**src/rtl/fetch_pc_unit_if.sv**
```systemverilog
// Fetch front-end bus: hazard/redirect/halt controls in, imem drive
// plus fetch-stage PC, valid, sticky error flags and FSM state out.
interface fetch_pc_unit_if;
  logic        stall;
  logic        redirect_valid;
  logic [31:0] redirect_target;
  logic        halt;
  logic [31:0] imem_addr;
  logic        imem_we;
  logic        imem_nop;
  logic [31:0] pc_f;
  logic [31:0] pc_plus4_f;
  logic        valid_f;
  logic        misalign_err;
  logic        oob_err;
  logic [1:0]  fetch_state;

  modport master (
    input  stall,
    input  redirect_valid,
    input  redirect_target,
    input  halt,
    output imem_addr,
    output imem_we,
    output imem_nop,
    output pc_f,
    output pc_plus4_f,
    output valid_f,
    output misalign_err,
    output oob_err,
    output fetch_state
  );

  modport slave (
    output stall,
    output redirect_valid,
    output redirect_target,
    output halt,
    input  imem_addr,
    input  imem_we,
    input  imem_nop,
    input  pc_f,
    input  pc_plus4_f,
    input  valid_f,
    input  misalign_err,
    input  oob_err,
    input  fetch_state
  );
endinterface

```
**src/rtl/fetch_pc_unit.sv**
```systemverilog
// Fetch PC unit: owns the PC, drives imem addr/we/nop, handles stall,
// redirect+flush, halt; ports: clk, rst, bus (fetch_pc_unit_if.master).
module fetch_pc_unit #(
  parameter logic [31:0] RESET_PC     = 32'h0000_0000,
  parameter int unsigned FLUSH_CYCLES = 1,
  parameter int unsigned IMEM_WORDS   = 512
) (
  input  logic            clk,
  input  logic            rst,
  fetch_pc_unit_if.master bus
);

  typedef enum logic [1:0] {
    S_RESET = 2'd0,
    S_RUN   = 2'd1,
    S_FLUSH = 2'd2,
    S_HALT  = 2'd3
  } state_e;

  localparam logic [32:0] LIMIT =
    33'(IMEM_WORDS) * 33'd4;
  localparam logic [2:0] FLUSH_N =
    3'(FLUSH_CYCLES);

  state_e      state_q, state_d;
  logic [31:0] pc_q, pc_d;
  logic [31:0] pcf_q, pcf_d;
  logic [31:0] p4_q, p4_d;
  logic        valid_q, valid_d;
  logic        mis_q, mis_d;
  logic        oob_q, oob_d;
  logic [2:0]  cnt_q, cnt_d;

  logic [31:0] pc_inc;
  logic [31:0] tgt;
  logic        tgt_mis;
  logic        oob_now;
  logic        in_run;
  state_e      redir_st;

  // One-hot edge events, already priority-resolved
  logic        r_oob;
  logic        r_redir;
  logic        r_stall;
  logic        f_redir;

  assign pc_inc  = pc_q + 32'd4;
  assign tgt     = {bus.redirect_target[31:2],
                    2'b00};
  assign tgt_mis = |bus.redirect_target[1:0];
  assign oob_now = {1'b0, pc_q} >= LIMIT;
  assign in_run  = state_q == S_RUN;

  // Zero flush cycles means the redirect edge
  // alone squashes the wrong-path fetch
  assign redir_st = (FLUSH_N != 3'd0) ?
                    S_FLUSH : S_RUN;

  assign r_oob   = !bus.halt & oob_now;
  assign r_redir = !bus.halt & !oob_now &
                   bus.redirect_valid;
  assign r_stall = !bus.halt & !oob_now &
                   !bus.redirect_valid &
                   bus.stall;
  assign f_redir = !bus.halt &
                   bus.redirect_valid;

  assign bus.imem_addr = pc_q;

  assign bus.imem_we =
    in_run & !bus.stall &
    !bus.redirect_valid &
    !bus.halt & !oob_now;

  assign bus.imem_nop =
    (state_q == S_FLUSH) |
    (state_q == S_HALT) |
    bus.redirect_valid | bus.halt |
    (in_run & oob_now);

  assign bus.pc_f         = pcf_q;
  assign bus.pc_plus4_f   = p4_q;
  assign bus.valid_f      = valid_q;
  assign bus.misalign_err = mis_q;
  assign bus.oob_err      = oob_q;
  assign bus.fetch_state  = state_q;

  always_comb begin
    state_d = state_q;
    pc_d    = pc_q;
    pcf_d   = pcf_q;
    p4_d    = p4_q;
    valid_d = valid_q;
    mis_d   = mis_q;
    oob_d   = oob_q;
    cnt_d   = cnt_q;

    unique case (state_q)
      S_RESET: begin
        if (bus.halt) begin
          state_d = S_HALT;
          valid_d = 1'b0;
        end else begin
          state_d = S_RUN;
        end
      end

      S_RUN: begin
        unique case (1'b1)
          bus.halt: begin
            state_d = S_HALT;
            valid_d = 1'b0;
          end
          r_oob: begin
            oob_d   = 1'b1;
            state_d = S_HALT;
            valid_d = 1'b0;
          end
          r_redir: begin
            pc_d    = tgt;
            valid_d = 1'b0;
            cnt_d   = FLUSH_N;
            state_d = redir_st;
            if (tgt_mis) mis_d = 1'b1;
          end
          r_stall: begin
          end
          default: begin
            pc_d    = pc_inc;
            pcf_d   = pc_q;
            p4_d    = pc_inc;
            valid_d = 1'b1;
          end
        endcase
      end

      S_FLUSH: begin
        valid_d = 1'b0;
        unique case (1'b1)
          bus.halt: begin
            state_d = S_HALT;
          end
          f_redir: begin
            pc_d    = tgt;
            cnt_d   = FLUSH_N;
            state_d = redir_st;
            if (tgt_mis) mis_d = 1'b1;
          end
          default: begin
            cnt_d = cnt_q - 3'd1;
            if (cnt_q <= 3'd1) begin
              cnt_d   = 3'd0;
              state_d = S_RUN;
            end
          end
        endcase
      end

      S_HALT: begin
        valid_d = 1'b0;
      end

      default: begin
        state_d = S_RESET;
      end
    endcase
  end

  always_ff @(posedge clk) begin
    if (rst) begin
      state_q <= S_RESET;
      pc_q    <= RESET_PC;
      pcf_q   <= 32'd0;
      p4_q    <= 32'd4;
      valid_q <= 1'b0;
      mis_q   <= 1'b0;
      oob_q   <= 1'b0;
      cnt_q   <= 3'd0;
    end else begin
      state_q <= state_d;
      pc_q    <= pc_d;
      pcf_q   <= pcf_d;
      p4_q    <= p4_d;
      valid_q <= valid_d;
      mis_q   <= mis_d;
      oob_q   <= oob_d;
      cnt_q   <= cnt_d;
    end
  end

endmodule

```
**src/flat_wrapper.sv**
```systemverilog
// flat-port wrapper written by rule: the top's interface ports become plain ports
module fetch_pc_unit_flat 
#(
  parameter logic [31:0] RESET_PC     = 32'h0000_0000,
  parameter int unsigned FLUSH_CYCLES = 1,
  parameter int unsigned IMEM_WORDS   = 512
)
  (clk, rst, bus_stall, bus_redirect_valid, bus_redirect_target, bus_halt, bus_imem_addr, bus_imem_we, bus_imem_nop, bus_pc_f, bus_pc_plus4_f, bus_valid_f, bus_misalign_err, bus_oob_err, bus_fetch_state);
  fetch_pc_unit_if bus_i ();
  input  logic clk;
  input  logic rst;
  input wire logic [$bits(bus_i.stall)-1:0] bus_stall;
  input wire logic [$bits(bus_i.redirect_valid)-1:0] bus_redirect_valid;
  input wire logic [$bits(bus_i.redirect_target)-1:0] bus_redirect_target;
  input wire logic [$bits(bus_i.halt)-1:0] bus_halt;
  output wire logic [$bits(bus_i.imem_addr)-1:0] bus_imem_addr;
  output wire logic [$bits(bus_i.imem_we)-1:0] bus_imem_we;
  output wire logic [$bits(bus_i.imem_nop)-1:0] bus_imem_nop;
  output wire logic [$bits(bus_i.pc_f)-1:0] bus_pc_f;
  output wire logic [$bits(bus_i.pc_plus4_f)-1:0] bus_pc_plus4_f;
  output wire logic [$bits(bus_i.valid_f)-1:0] bus_valid_f;
  output wire logic [$bits(bus_i.misalign_err)-1:0] bus_misalign_err;
  output wire logic [$bits(bus_i.oob_err)-1:0] bus_oob_err;
  output wire logic [$bits(bus_i.fetch_state)-1:0] bus_fetch_state;
  assign bus_i.stall = bus_stall;
  assign bus_i.redirect_valid = bus_redirect_valid;
  assign bus_i.redirect_target = bus_redirect_target;
  assign bus_i.halt = bus_halt;
  assign bus_imem_addr = bus_i.imem_addr;
  assign bus_imem_we = bus_i.imem_we;
  assign bus_imem_nop = bus_i.imem_nop;
  assign bus_pc_f = bus_i.pc_f;
  assign bus_pc_plus4_f = bus_i.pc_plus4_f;
  assign bus_valid_f = bus_i.valid_f;
  assign bus_misalign_err = bus_i.misalign_err;
  assign bus_oob_err = bus_i.oob_err;
  assign bus_fetch_state = bus_i.fetch_state;
  fetch_pc_unit #(.RESET_PC(RESET_PC), .FLUSH_CYCLES(FLUSH_CYCLES), .IMEM_WORDS(IMEM_WORDS)) u_core (.clk(clk), .rst(rst), .bus(bus_i));
endmodule
```
**config.mk**
```make
export PLATFORM = sky130hd
export DESIGN_NAME = fetch_pc_unit_flat
export DESIGN_NICKNAME = d
export VERILOG_FILES = /design/src/rtl/fetch_pc_unit_if.sv /design/src/rtl/fetch_pc_unit.sv /design/src/flat_wrapper.sv
export SDC_FILE = /design/constraint.sdc
export NUM_CORES = 1
export LEC_CHECK = 0
export ABC_AREA = 1
export CAP_MARGIN = 20
export CORE_UTILIZATION = 37
export DETAILED_ROUTE_END_ITERATION = 8
export HOLD_SLACK_MARGIN = 0.06
export PLACE_DENSITY = 0.64
export SYNTH_ARGS = -nofsm -noshare
export SYNTH_HDL_FRONTEND = slang
export SYNTH_SLANG_ARGS = --single-unit
export TNS_END_PERCENT = 5
```
**constraint.sdc**
```tcl
create_clock -name clk -period 3.6 [get_ports clk]
set_input_delay 0.54 -clock clk [delete_from_list [all_inputs] [get_ports clk]]
set_output_delay 0.54 -clock clk [all_outputs]
set_load 0.01 [all_outputs]
```
After elaboration in Yosys (flattened, before gate mapping)
Cells that the tools add are included.
Operators by class
  $add $sub $neg: 2
  $lt $le $gt $ge: 2
  equal/unequal tests: 11
  multiplexer cells: 19
  bitwise gates (word level): 16
  reduce and logical (&&, ||, !) cells: 20
Operators by type and width (count)
  case mux 32 bit (2 select lines): 2
  adder 32 x 3 -> 32 bit (second input constant): 1
  >= comparator 32 x 12 -> 1 bit (second input constant): 1
  2-to-1 mux 32 bit: 1
  case mux 3 bit (2 select lines): 2
  AND reduction 3 bit: 4
  AND 1 bit: 11
  != test 2 bit (second input constant): 5
  case mux 2 bit (2 select lines): 2
  2-to-1 mux 3 bit: 2
  case mux 2 bit (3 select lines): 1
  AND reduction 2 bit: 3
  OR reduction 2 bit: 3
  OR reduction 3 bit: 2
  == test 2 bit (second input constant): 2
  logical NOT 1 bit: 4
  2-to-1 mux 1 bit: 4
  2-to-1 mux 2 bit: 2
  != test 4 x 3 -> 1 bit (second input constant): 1
  OR 1 bit: 4
  case mux 1 bit (2 select lines): 2
  OR reduction 4 bit: 1
  less-or-equal comparator 3 x 1 -> 1 bit (second input constant): 1
  != test 3 bit (second input constant): 1
  8 further kinds: 8
Word-level totals
  register bits: 104
  input bits: 37
  output and inout bits: 103

Longest topological paths before layout
  word-level depth: 8
  gate-level depth with buffers: 13
  gate-level depth less buffers: 12

Least setup slack after synthesis
Ideal clock, no wire load.
  path kind: reg2out
  start: reg u_core.state_q[1], in the netlist u_core.bus.fetch_state[1]
  end: out bus_imem_we
  arrival: 1.555 ns
  slack: 1.505 ns
  stages on the path, launching flop included: 8
  path through: dfxtp_1 -> inv_1 -> ha_1 -> inv_1 -> nor2_2 -> nand4_4 -> nor2_8 -> buf_2
On the way
  word-level cells in the longest chain between the ends: 5
RTL lines
  start, declared: RTL line fetch_pc_unit.sv:25  | state_e state_q, state_d;
  start signal, assigned: RTL line fetch_pc_unit.sv:180  | state_q <= state_d;
  == test 2 x 1 -> 1 bit: RTL line fetch_pc_unit.sv:52  | assign in_run = state_q == S_RUN;
  AND 1 bit (2 in a row): RTL line fetch_pc_unit.sv:71  | in_run & !bus.stall &
  AND 1 bit: RTL line fetch_pc_unit.sv:72  | !bus.redirect_valid &
  AND 1 bit: RTL line fetch_pc_unit.sv:73  | !bus.halt & !oob_now;
  end, declared: RTL line flat_wrapper.sv:17  | output wire logic [$bits(bus_i.imem_we)-1:0] bus_imem_we;
Every way passes these cells.

Worst setup path after layout
Same ends and word-level chain as after synthesis.

==> summary.md <==
| Metric | Value |
|---|---|
| Vias/cell | `4.58` |
| Worst vdd ir | `278 uV` |
| Outcome | `finished clean` |
| Layout cell share with drive strength beyond 1 | `0.0574` |
| Crit path from | `u_core.bus.fetch_state[1]$_SDFFE_PP0P_` |
| DIE AREA | `0.0118 mm^2` |
| Routed WL | `10600 um` |
| Max_slew headroom | `0.497` |
| Crit-path max FO | `6` |
| Std-Cell Rows | `38` |
| WP data required | `3.06 ns` |
| Worst r2r src | `u_core.bus.fetch_state[1]$_SDFFE_PP0P_` |
| Initial Util | `0.383` |
| CTS Buf Count | `9` |
| Skew final | `0.0104 ns` |
| Critical Path AT | `2.33 ns` |
| Largest net degree at the start of global routing | `46` |
| Peak Freq | `348 MHz` |
| Tcrit/Tclk final | `0.797` |
| DRC viols | `0` |
| P_leak | `0.00270 uW` |
| Post CTS Setup Buffer Count | `0` |
| Number of synthesized register bits | `98` |
| Setup tns final | `0 ns` |
| # IOs | `140` |
| Setup Viol. Count Final | `0` |
| Initial antenna violation count | `0` |
| Vias | `3750` |
| WHS Path Cells | `2` |
| Final Slew Violations | `0` |
| Post-layout util | `0.533` |
| Average wire per standard cell | `12.9 um` |
| Crit start category | `flop` |
| Hold Buf Count CTS | `0` |
| Sequential share of the synthesized area | `0.466` |
| Worst skew pair latency | `0.35 ns` |
| Avg Inst Size Synth | `7.62 um^2` |
| Flop2flop setup slack | `1.10 ns` |
| H-Tree Depth | `3` |
| CTS clk-pin slew, worst paths | `0.08 ns` |
| RSZ-0062 raised after global routing | `no` |
| CTS tree | `built` |
| # diodes | `0` |
| Root buffer cell | `clkbuf_16` |
| Post-CTS Resized | `0` |
| Critical Path End | `bus_imem_we` |
| Ys Warns | `0` |
| Critical path class | `flop to primary output` |
| First-pass GRT wire length | `16700 um` |
| Max-cap violations | `0` |
| Vias in the first global route | `3599` |
| Final GP Congestion | `0.784` |
| Minimum clock period | `2.87 ns` |
| GRT Total Usage | `0.180` |
| Power Density | `627 mW/mm^2` |
| Synth area leader | `dfxtp_1` |
| # nets final | `720` |
| Reg2Reg Depth | `10` |
| HP Class | `flop to flop` |
| Drt pass-1 iters | `4` |
| Synthesized cell area | `0.00421 mm^2` |
| Synth cell types | `37` |
| Synth Instances | `553` |
| Slew @ Worst Pin | `0.752 ns` |
| Global route total overflow | `0` |
| Detailed router's first-iteration violation count | `155` |
| Final hold vios | `0` |
| Number of antenna-violating nets in the routed design | `0` |
| Clock sink count | `98` |
| DP Wirelength | `7300 um` |
| Die width | `109 um` |
| Share of the synthesized area in the top cell type | `0.466` |
| Core Region | `0.0110 mm^2` |
| I/O Buffers | `133` |
| Crit Reg-Reg Endpoint | `u_core.bus.pc_plus4_f[10]$_SDFFE_PP0P_` |
| CTS max path bufs | `2` |
| Chip height | `109 um` |
| Largest cells by area after synthesis | `dfxtp_1 47%, nor2_1 7.6%, nand2_1 7.3%, inv_1 6.8%, nand3_1 5.6%` |
| CP Capture Type | `primary output` |
| Area grow syn2layout | `38.9%` |
[report_power, final]
part           internal, uW  leakage [uW]  switching [uW]
clock network           499      0.000151             477
logic                   547       0.00176             824
registers              1210      0.000796             116
total                  2250       0.00270            1420
[registers in the layout (all words and copies together) (netlist names)]
signal                   cells
u_core.bus.fetch_state       2
u_core.bus.imem_addr        30
u_core.bus.misalign_err      1
u_core.bus.oob_err           1
u_core.bus.pc_f             30
u_core.bus.pc_plus4_f       30
u_core.bus.valid_f           1
u_core.cnt_q                 3
[cell families (layout without fill, tap and decap cells)]
family                     Yosys count  in the layout  synth area share
other                                1              6          0.000890
AOI/OAI and AO/OA                   87             87             0.107
xor gates and xnor gates             8              8            0.0166
buffers and inverters              110            231             0.121
and+or+nand+nor                    240            240             0.262
DFF                                 98             98             0.466
adders and majority gates            9              9            0.0267
[critical path, stage by stage (launching register included)]
cell and delay (ns):
dfxtp_1 0.36, inv_1 0.11, ha_1 0.33, inv_1 0.11, nor2_2 0.17, nand4_4 0.20
nor2_8 0.14, clkdlybuf4s50_1 0.55
[layout make-up]
class | count | area (um^2)
Fill cell | 1090 | 5130
Sequential cell | 98 | 1960
Multi-Input combinational cell | 350 | 1760
Timing Repair Buffer | 136 | 1350
Inverter | 79 | 297
Clock buffer | 9 | 225
Tap cell | 140 | 175
Clock inverter | 7 | 78.8
[layer usage]
| metal | global-route usage | share of wire | vias to the layer above |
|---|---|---|---|
| li1 | - | - | 1957 |
| met5 | 0 | 0 | - |
| met4 | 0.0550 | 0.0087 | 0 |
| met2 | 0.301 | 0.46 | 90 |
| met1 | 0.220 | 0.46 | 1696 |
| met3 | 0.0580 | 0.072 | 7 |
[stage by stage]
step           hold WS, ns  setup WS [ns]  area, um^2  power, uW  instances
5_1_grt              0.476          0.609        5850       3920        819
6_report             0.457          0.730        5850       3670        819
3_5_place_dp         0.445          0.758        5550       2730        803
2_1_floorplan        0.468           1.51        4230       2350        558
3_3_place_gp         0.442          0.815        5550       2700        803
4_1_cts              0.458          0.711        5850       3710        819
[synthesized netlist by cell type (all sizes together)]
master	instances
o21a	2
xor2	7
nand4	5
ha	9
clkinv	1
conb	1
nand2	87
and2	2
o21ai	40
nand3	48
clkbuf	8
nor2	92
or2	3
dfxtp	98
inv	78
o211ai	1
a211oi	1
buf	23
o22ai	1
nor3	3
a21oi	42
xnor2	1
[cells in the final DEF, fill, tap and decap left out, types with 2 or more instances in the layout]
| cell type | n |
|---|---|
| nor2_4 | 3 |
| nand4_1 | 4 |
| xor2_1 | 7 |
| nor2_8 | 2 |
| nand2_1 | 82 |
| inv_2 | 3 |
| ha_1 | 9 |
| nor2_1 | 85 |
| inv_1 | 75 |
| dfxtp_1 | 98 |
| clkbuf_16 | 9 |
| a21oi_1 | 41 |
| clkdlybuf4s50_1 | 133 |
| nor2_2 | 2 |
| nand2_2 | 2 |
| o21ai_0 | 7 |
| o21a_1 | 2 |
| nand2_4 | 3 |
| inv_8 | 4 |
| buf_4 | 3 |
| nor3_1 | 3 |
| conb_1 | 6 |
| o21ai_1 | 33 |
| and2_1 | 2 |
| or2_2 | 2 |
| nand3_1 | 47 |
[how the worst min path moves through the flow]
stage	from	end	slack [ns]
floorplan	u_core.bus.misalign_err$_SDFFE_PP0P_	u_core.bus.misalign_err$_SDFFE_PP0P_	0.47
global placement	u_core.bus.pc_plus4_f[14]$_SDFFE_PP0P_	u_core.bus.pc_plus4_f[14]$_SDFFE_PP0P_	0.44
detailed placement	u_core.bus.misalign_err$_SDFFE_PP0P_	u_core.bus.misalign_err$_SDFFE_PP0P_	0.44
CTS	u_core.bus.pc_f[12]$_SDFFE_PP0P_	u_core.bus.pc_f[12]$_SDFFE_PP0P_	0.46
global route	u_core.bus.pc_plus4_f[27]$_SDFFE_PP0P_	u_core.bus.pc_plus4_f[27]$_SDFFE_PP0P_	0.48
finish	u_core.bus.pc_f[12]$_SDFFE_PP0P_	u_core.bus.pc_f[12]$_SDFFE_PP0P_	0.46
(Power assumes the default switching activity.)
